### config.mk
export PLATFORM = sky130hd
export DESIGN_NAME = cpu_program_loader
export DESIGN_NICKNAME = d
export VERILOG_FILES = /design/src/rtl/cpu_loader_pkg.sv /design/src/rtl/loader_run_timer.sv /design/src/rtl/cpu_program_loader.sv
export SDC_FILE = /design/constraint.sdc
export NUM_CORES = 1
export LEC_CHECK = 0
export CAP_MARGIN = 20
export CORE_ASPECT_RATIO = 1.75
export CORE_UTILIZATION = 50
export CTS_BUF_LIST = sky130_fd_sc_hd__clkbuf_16
export DETAILED_ROUTE_END_ITERATION = 16
export HOLD_SLACK_MARGIN = 0.08
export PLACE_DENSITY = 0.8
export SLEW_MARGIN = 30
export SYNTH_ARGS = -nofsm -noshare
export SYNTH_HDL_FRONTEND = slang
export SYNTH_SLANG_ARGS = --single-unit
### constraint.sdc
create_clock -name clk -period 5.3 [get_ports clk]
set_input_delay 0.53 -clock clk [delete_from_list [all_inputs] [get_ports clk]]
set_output_delay 0.53 -clock clk [all_outputs]
set_load 0.05 [all_outputs]
### src/rtl/cpu_loader_pkg.sv
// Shared opcodes, command field positions and FSM states for the CPU program loader.
package cpu_loader_pkg;

  typedef enum logic [1:0] {
    OP_LOAD_I = 2'b00,
    OP_LOAD_D = 2'b01,
    OP_RUN    = 2'b10,
    OP_HALT   = 2'b11
  } opcode_e;

  typedef enum logic [1:0] {
    IDLE,
    LOAD,
    WRITE,
    RUN
  } state_e;

  localparam int OP_HI   = 31;
  localparam int OP_LO   = 30;
  localparam int CNT_HI  = 25;
  localparam int CNT_LO  = 16;
  localparam int BASE_LO = 0;
  localparam int CNT_W   = CNT_HI - CNT_LO + 1;

  function automatic opcode_e decode_op(input logic [31:0] word);
    return opcode_e'(word[OP_HI:OP_LO]);
  endfunction

endpackage

### src/rtl/loader_run_timer.sv
// Run budget latch and cycle counter; flags the cycle on which a bounded run ends.
module loader_run_timer
  import cpu_loader_pkg::*;
#(
  parameter int RUN_CNT_W = 24
) (
  input  logic                 clk,
  input  logic                 rst,
  input  logic                 start,
  input  logic                 run_en,
  input  logic [RUN_CNT_W-1:0] budget,
  output logic                 expire
);

  logic [RUN_CNT_W-1:0] budget_q;
  logic [RUN_CNT_W-1:0] cnt_q;
  logic [RUN_CNT_W-1:0] cnt_nxt;

  assign cnt_nxt = cnt_q + RUN_CNT_W'(1);

  always_ff @(posedge clk) begin
    if (!rst) begin
      budget_q <= '0;
      cnt_q    <= '0;
    end else if (start) begin
      budget_q <= budget;
      cnt_q    <= '0;
    end else if (run_en) begin
      cnt_q <= cnt_nxt;
    end
  end

  // A zero budget never matches, so the run continues until HALT.
  assign expire = run_en && (budget_q != '0) && (cnt_nxt == budget_q);

endmodule

### src/rtl/cpu_program_loader.sv
// Host-side sequencer: loads CPU instruction/data memory from a command stream, then runs it.
module cpu_program_loader
  import cpu_loader_pkg::*;
#(
  parameter int ADDR_W    = 10,
  parameter int DATA_W    = 32,
  parameter int WR_HOLD   = 1,
  parameter int RUN_CNT_W = 24
) (
  input  logic              clk,
  input  logic              rst,
  input  logic              s_valid,
  output logic              s_ready,
  input  logic [DATA_W-1:0] s_data,
  output logic              cpu_rst,
  output logic [ADDR_W-1:0] cpu_address,
  output logic [DATA_W-1:0] cpu_inst_data,
  output logic              cpu_write_instruction,
  output logic              cpu_write_data,
  output logic              done,
  output logic              err
);

  localparam int HOLD_W = (WR_HOLD > 1) ? $clog2(WR_HOLD) : 1;

  state_e state_q, state_d;

  logic              s_ready_q, s_ready_d;
  logic              cpu_rst_q, cpu_rst_d;
  logic [ADDR_W-1:0] cpu_address_q, cpu_address_d;
  logic [DATA_W-1:0] cpu_inst_data_q, cpu_inst_data_d;
  logic              wr_i_q, wr_i_d;
  logic              wr_d_q, wr_d_d;
  logic              done_q, done_d;
  logic              err_q, err_d;
  logic [ADDR_W-1:0] addr_q, addr_d;
  logic [CNT_W-1:0]  rem_q, rem_d;
  logic              tgt_data_q, tgt_data_d;
  logic [HOLD_W-1:0] hold_q, hold_d;

  logic             accept;
  opcode_e          op;
  logic [CNT_W-1:0] cmd_cnt;
  logic             timer_start;
  logic             timer_expire;

  assign accept  = s_valid && s_ready_q;
  assign op      = decode_op(s_data[31:0]);
  assign cmd_cnt = s_data[CNT_HI:CNT_LO];

  loader_run_timer #(
    .RUN_CNT_W(RUN_CNT_W)
  ) u_timer (
    .clk    (clk),
    .rst    (rst),
    .start  (timer_start),
    .run_en (state_q == RUN),
    .budget (s_data[RUN_CNT_W-1:0]),
    .expire (timer_expire)
  );

  always_ff @(posedge clk) begin
    if (!rst) state_q <= IDLE;
    else      state_q <= state_d;
  end

  always_comb begin
    state_d         = state_q;
    cpu_address_d   = cpu_address_q;
    cpu_inst_data_d = cpu_inst_data_q;
    wr_i_d          = wr_i_q;
    wr_d_d          = wr_d_q;
    done_d          = 1'b0;
    err_d           = err_q;
    addr_d          = addr_q;
    rem_d           = rem_q;
    tgt_data_d      = tgt_data_q;
    hold_d          = hold_q;
    timer_start     = 1'b0;

    unique case (state_q)
      IDLE: begin
        if (accept) begin
          unique case (op)
            OP_LOAD_I, OP_LOAD_D: begin
              if (cmd_cnt != '0) begin
                tgt_data_d = (op == OP_LOAD_D);
                addr_d     = s_data[BASE_LO +: ADDR_W];
                rem_d      = cmd_cnt;
                state_d    = LOAD;
              end
            end
            OP_RUN: begin
              timer_start = 1'b1;
              state_d     = RUN;
            end
            default: ;
          endcase
        end
      end
      LOAD: begin
        if (accept) begin
          cpu_address_d   = addr_q;
          cpu_inst_data_d = s_data;
          wr_i_d          = !tgt_data_q;
          wr_d_d          = tgt_data_q;
          hold_d          = '0;
          state_d         = WRITE;
        end
      end
      WRITE: begin
        if (hold_q == HOLD_W'(WR_HOLD - 1)) begin
          wr_i_d  = 1'b0;
          wr_d_d  = 1'b0;
          addr_d  = addr_q + ADDR_W'(1);
          rem_d   = rem_q - CNT_W'(1);
          state_d = (rem_q == CNT_W'(1)) ? IDLE : LOAD;
        end else begin
          hold_d = hold_q + HOLD_W'(1);
        end
      end
      RUN: begin
        // Anything but HALT during a run is swallowed and flagged; the run keeps going.
        if (accept && op != OP_HALT) err_d = 1'b1;
        if ((accept && op == OP_HALT) || timer_expire) begin
          done_d  = 1'b1;
          state_d = IDLE;
        end
      end
      default: state_d = IDLE;
    endcase

    s_ready_d = (state_d != WRITE);
    cpu_rst_d = (state_d != RUN);
  end

  always_ff @(posedge clk) begin
    if (!rst) begin
      s_ready_q       <= 1'b0;
      cpu_rst_q       <= 1'b1;
      cpu_address_q   <= '0;
      cpu_inst_data_q <= '0;
      wr_i_q          <= 1'b0;
      wr_d_q          <= 1'b0;
      done_q          <= 1'b0;
      err_q           <= 1'b0;
      addr_q          <= '0;
      rem_q           <= '0;
      tgt_data_q      <= 1'b0;
      hold_q          <= '0;
    end else begin
      s_ready_q       <= s_ready_d;
      cpu_rst_q       <= cpu_rst_d;
      cpu_address_q   <= cpu_address_d;
      cpu_inst_data_q <= cpu_inst_data_d;
      wr_i_q          <= wr_i_d;
      wr_d_q          <= wr_d_d;
      done_q          <= done_d;
      err_q           <= err_d;
      addr_q          <= addr_d;
      rem_q           <= rem_d;
      tgt_data_q      <= tgt_data_d;
      hold_q          <= hold_d;
    end
  end

  assign s_ready               = s_ready_q;
  assign cpu_rst               = cpu_rst_q;
  assign cpu_address           = cpu_address_q;
  assign cpu_inst_data         = cpu_inst_data_q;
  assign cpu_write_instruction = wr_i_q;
  assign cpu_write_data        = wr_d_q;
  assign done                  = done_q;
  assign err                   = err_q;

endmodule

==> impl_results.md, run 1 <==
* Outcome: finished, final reports clean
* Main flop type after synthesis: dfxtp_1
* Worst-Margin Slew at approximately 0.97 ns
* Syn_area_per_cell at between 7 and 8 µm²
* CTS Buf Count at 17
* DP Wirelength at 11,200 µm
* Leakage power at roughly 0.0024 µW
* Synth area leaders: dfxtp_1 42%, nand2_1 12%, a21oi_1 6.7%
* Via/cell ratio at 5.98
* Area grow syn2layout at 25.8%
* 1st-pass router iterations at 7
* Kind of critical path: input port to flop
* Drt initial violations at roughly 370
* Fin crit period at between 2 and 3 ns
* Post-synth top cells: 176 x nand2_1, 119 x dfxtp_1, 75 x a21oi_1
* Fill count at slightly above 900
* Clk Latency, worst-skew pair at 0.42 ns
* Net Count, Synth at 761
* Crit. Startpoint: s_data[31]
* Die H at 143 µm
* Initial Utilization at between 50% and 60%
* Die area at roughly 12,000 µm²
* Number of placed cells counting well taps at about 900
* Critical Path AT at about 3.2 ns
* Synthesized instance count at between 700 and 800
* IO Pins at 83
* Vias in the first global route at roughly 5,500
* Max-Cap Viols at 0
* Post-route ant nets at 0
* Clock-pin transition on the worst setup and hold timing paths at roughly 0.060 ns
* Total wire length at about 16,000 µm
* CTS Root Cell: clkbuf_16
* Ys async rst share at 0%
* Synthesis-stage register bit count at about 120
* Share of cells above drive strength 1 at around 5.8%
* Fmax at 338 MHz
* Most common cell in the netlist: nand2_1
* Pwr dens at between 300 and 400 nW/µm²
* Post-layout net count at ~820
* Worst flop-to-flop path startpoint: u_timer.cnt_q[0]
* CP max FO at 13
* Top cell type's share of synthesized area at between 40% and 50%
* Total Routing Usage GR at between 20 and 30%
* Worst Hold Class: flop to flop
* Cell Area, Synth at ~5600 µm²
* Die Width at approximately 80 µm
* Sink Count at between 100 and 150
* Slew margin rel. at between 30% and 40%
* PortBufs at 82
* Clk buf depth at 2
* Setup Viol. Count Final at 0
* Synth warn at 0
* Endpoint type of the worst setup path: flop
* Vias at 5,558
* RSZ-0062 raised after global routing: false
* Clock Skew at 0.00853 ns
* Post_cts resized at 0
* Initial antenna violation count at 0
* Final slew viol count at 0
* Largest net degree at the start of global routing at 73
* Post-CTS Setup Inserts at 0
* Peak supply drop at between 0.2 and 0.3 mV
* Ant diodes at 0
* Post-Layout Cell Count at 929
* First-pass GRT wire length at ~26,000 µm
* Total gr overflow at 0
* Crit start category: input port
* Req. time, crit path at between 5 and 6 ns
* # hold bufs at CTS at 0
* DRC Markers at 0
* # rows at 51
* CTS tree: done
* Final Wtd Congestion at around 1
* Drt wl/cell at ~18 µm
* Sequential fraction of the synthesis area at 42.2%
* Yosys top cell by area: dfxtp_1
* Hold Path Origin: cpu_inst_data[1]
* H-tree levels at 4
* Setup_tns at 0 ns
* Core area at ~11,000 µm²
* EDFF count, synth at 0
* Final Hold Violating Endpoints at 0
* Yosys cell types at 58
* Period utilisation layout at a little under three fifths
## cell type report
type                            instances  area, µm²  area share, %
Sequential cell                       119       2380           33.6
Clock buffer                           17        425           5.99
Multi-Input combinational cell        556       3080           43.3
Tap cell                              132        165           2.33
Inverter                                6       25.0          0.352
Clock inverter                         14        181           2.56
Timing Repair Buffer                   85        843           11.9
## per-layer routing
layer	global-route usage, %	up-vias	wire length, µm
met5	0	-	0
met4	19.0	0	932
met3	6.35	84	944
met2	51.5	290	8500
met1	31.5	2574	5940
li1	-	2610	-
## flip-flops by register name, summed over array words and instances, names as in the netlist
| signal | flops |
|---|---|
| cpu_inst_data | 32 |
| u_timer.budget_q | 24 |
| u_timer.cnt_q | 24 |
| addr_q | 10 |
| cpu_address | 10 |
| rem_q | 10 |
| state_q | 2 |
| cpu_rst | 1 |
| cpu_write_data | 1 |
| cpu_write_instruction | 1 |
| done | 1 |
| err | 1 |
| s_ready | 1 |
| tgt_data_q | 1 |
## power by group
group / internal (µW) / switching [µW] / total, µW
clock: 779 / 427 / 1210
combinational: 72.1 / 112 / 184
sequential: 916 / 21.6 / 937
total: 1770 / 561 / 2330
## critical path, stage by stage
cell and delay (ns):
clkdlybuf4s50_1 0.53, nor3_1 0.49, nand2_1 0.18, nor2_1 0.74, nor3_1 0.14, a2111oi_0 0.59
## logic make-up after synthesis
kind of cell | after synthesis | share of synthesized area, %
multiplexers | 3 | 0.554
AND/OR/NAND/NOR | 348 | 28.7
buffers and inverters | 47 | 3.35
XOR/XNOR | 55 | 8.54
adder cells (fa/ha/maj) | 4 | 0.887
AO/OA/AOI/OAI | 146 | 15.8
flip-flops | 119 | 42.2
## cells in the final DEF, fill, tap and decap left out, drive strengths merged, types with 5 or more instances in the layout
master / count
clkdlybuf4s50: 82
xor2: 23
a21oi: 75
nor2: 59
and3: 7
nor4: 14
a31oi: 9
clkbuf: 17
nand2b: 8
clkinv: 8
nand2: 176
o21ai: 12
or3: 6
nand4: 13
nand3: 29
xnor2: 32
dfxtp: 119
nor3: 16
nor2b: 5
a21boi: 17
o211ai: 6
inv: 7
a211oi: 6
## per-stage QoR
step	power (µW)	area, µm²	setup WS (ns)	util (%)	hold WS (ns)
5_1_grt	2390	7100	2.20	64.3	0.469
3_5_place_dp	1140	6490	1.99	58.8	0.449
3_3_place_gp	1130	6480	2.13	58.7	0.443
4_1_cts	2330	7090	2.40	64.3	0.457
6_report	2330	7100	2.34	64.3	0.456
2_1_floorplan	1060	5640	2.80	-	0.442
## final timing paths
path | to | slack [ns] | depth (start not counted)
worst max-delay path | addr_q[3] | 2.34 | 6
worst min-delay path | cpu_inst_data[1] | 0.46 | 2
worst max register to register | state_q[1] | 2.42 | 8
worst min register to register | cpu_inst_data[1] | 0.46 | 2
No activity file was read; power rests on OpenSTA's default activity.
==> run 2, diff against run 1 <==
Settings changed: CORE_UTILIZATION 50 to 49, PLACE_DENSITY 0.8 to 0.82.
Clock period 5.3 ns to 2.7 ns, I/O delays scaled along.
==> run 2 against run 1 <==
Net effect: sequential power rose by 96%; highest routed layer unchanged; critical path type is now flop to flop; critical path depth grew 1; flip-flop and latch count is the same; design area grew 3.7%; total power up 90%; global-route usage is 1.2 points lower; clock skew decreased by 0.0016 ns; critical endpoint is now done; combinational power rose by 110%; sequential share of layout area decreased by 1.1 points.
==> impl_results.md, run 2 (synthesized netlist as in run 1, its figures left out) <==
* Outcome: finished, final reports clean
* Initial antenna violation count at 0
* Ant diodes at 0
* Commonest non-fill, non-tap cells in the layout: 176 x nand2_1, 114 x dfxtp_1, 82 x clkdlybuf4s50_1, 75 x a21oi_1, 59 x nor2_1
* Final setup margin at around 0.13 ns
* Req. time, crit path at 3.03 ns
* Post-CTS Setup Inserts at 0
* Die H at roughly 140 µm
* Pwr dens at roughly 600 nW/µm²
* Initial Utilization at 50.5%
* Int Power at about 3300 µW
* # rows at 51
* Drt initial violations at around 250
* Critical Path AT at ~2.9 ns
* Worst-case hold path end point: cpu_inst_data[29]
* Share of cells above drive strength 1 at between 10 and 15%
* Setup_tns at 0 ns
* Power share of the combinational group at under 10%
* Area grow syn2layout at 30.5%
* Final Hold Violating Endpoints at 0
* Peak supply drop at 0.463 mV
* Flop pwr share at between 40% and 50%
* Clock-pin transition on the worst setup and hold timing paths at roughly 0.06 ns
* Leakage power at ~0.0026 µW
* Drt wl/cell at about 18 µm
* Worst R2R Path Depth at 7
* CP Cell Sequence: nand4_1, buf_4, or4_1, a22oi_1, o311ai_0, or4_1, a211oi_2
* H-tree levels at 4
* Final slew viol count at 0
* Endpoint type of the worst setup path: flop
* DRC Markers at 0
* Vias in the first global route at around 5,600
* Clk buf depth at 2
* Kind of critical path: flop to flop
* Slew margin rel. at approximately 55%
* Switching share of power at between 20% and 30%
* Setup Viol. Count Final at 0
* Largest net degree at the start of global routing at 38
* Worst flop-to-flop path startpoint: u_timer.cnt_q[3]
* Clock Power Share at between 40% and 50%
* CTS Buf Count at 17
* Worst path slowest cell: or4_1
* Fill count at 896
* Die Width at between 80 and 90 µm
* Most common cell after layout, fill and taps aside: nand2_1
* Hold Path Origin: s_data[29]
* Total wire length at 17,000 µm
* Hold Path Depth at 3
* Reg2reg end: done
* Post-route ant nets at 0
* Final Wtd Congestion at between 0.9 and 1
* DP Wirelength at 12,500 µm
* IO Pins at 83
* RSZ-0062 raised after global routing: false
* # hold bufs at CTS at 0
* Total gr overflow at 0
* CTS tree: done
* Die area at approximately 12,000 µm²
* Clk Latency, worst-skew pair at slightly above 0.4 ns
* First-pass GRT wire length at approximately 27,000 µm
* CP max FO at 6
* Fin crit period at between 2 and 3 ns
* Core area at between 10,000 and 15,000 µm²
* Total Routing Usage GR at between 20% and 30%
* Via/cell ratio at about 5.7
* Max FFs per register at 32
* Sink Count at around 120
* Worst Hold Class: input port to flop
* Crit start category: flop
* Highest cell delay on the worst timing path at 0.52 ns
* PortBufs at between 80 and 90
* Most used cell along the critical path: or4_1
* Period utilisation layout at 95.1%
* Clock Skew at 0.00690 ns
* R2R Setup Slk at roughly 0.13 ns
* NetSw at ~1100 µW
* 1st-pass router iterations at 5
* Fmax at around 390 MHz
* Post-layout net count at 861
* CTS Root Cell: clkbuf_16
* Pre-CTS setup slack at around 0.12 ns
* Vias at between 5,000 and 6,000
* Max-Cap Viols at 0
* Worst-Margin Slew at around 0.68 ns
run 2: worst max-delay path, delay by kind of cell, from the launching register on:
| kind | cells | cell delay (ns) |
|---|---|---|
| buffers and inverters | 1 | 0.22 |
| AND/OR/NAND/NOR | 3 | 1.25 |
| flip-flops | 1 | 0.40 |
| AO/OA/AOI/OAI | 3 | 0.62 |
run 2: worst max-delay path by stage:
stage,from,to,slack (ns),depth (start not counted)
final,u_timer.cnt_q[3],done,0.13,7
after global placement,u_timer.cnt_q[11],done,0.16,7
after detailed placement,u_timer.cnt_q[11],done,0.12,7
after CTS,u_timer.cnt_q[3],done,0.08,7
after global routing,u_timer.cnt_q[0],done,0.01,8
after floorplan,u_timer.cnt_q[0],done,0.20,8
run 2: per-stage QoR:
step | instances | hold WS (ns) | power [µW] | area (µm²) | util, %
6_report | 967 | 0.429 | 4420 | 7370 | 66.0
3_3_place_gp | 935 | 0.443 | 2230 | 6760 | 60.6
4_1_cts | 967 | 0.423 | 4430 | 7340 | 65.7
5_1_grt | 967 | 0.434 | 4550 | 7370 | 66.0
2_1_floorplan | 722 | 0.406 | 2080 | 5640 | -
3_5_place_dp | 935 | 0.447 | 2250 | 6760 | 60.6
run 2: per-layer routing:
metal	global-route usage, %	vias to the layer above	part of all wire (%)
met5	0	-	0
met4	15.8	0	4.1
met3	5.40	51	4.0
met2	54.8	210	55
met1	28.5	2598	37
li1	-	2689	-
run 2: power by group through the flow:
stage / clock [µW] / sequential, µW / combinational (µW)
3_3_place_gp: 0 / 1870 / 361
5_1_grt: 2290 / 1840 / 409
2_1_floorplan: 0 / 1900 / 177
3_5_place_dp: 0 / 1870 / 371
6_report: 2200 / 1840 / 380
4_1_cts: 2220 / 1840 / 375
run 2: what timing repair did:
item                                   4_1_cts  5_1_grt
setup endpoints to repair                    0        1
endpoints found under the hold margin        0        0
gates resized for setup                      0       11
run 2: area by class of cell:
cell class	count	area [µm²]	area share (%)
Clock buffer	17	425	5.78
Tap cell	132	165	2.24
Multi-Input combinational cell	556	3090	42.0
Timing Repair Buffer	122	1120	15.2
Inverter	6	22.5	0.306
Clock inverter	15	151	2.06
Sequential cell	119	2390	32.4
==> run 3, diff against run 2 <==
Settings changed: GPL_TIMING_DRIVEN set to 1.
==> results of run 3 <==
Final layout, timing and power as in run 2 (identical DEF).
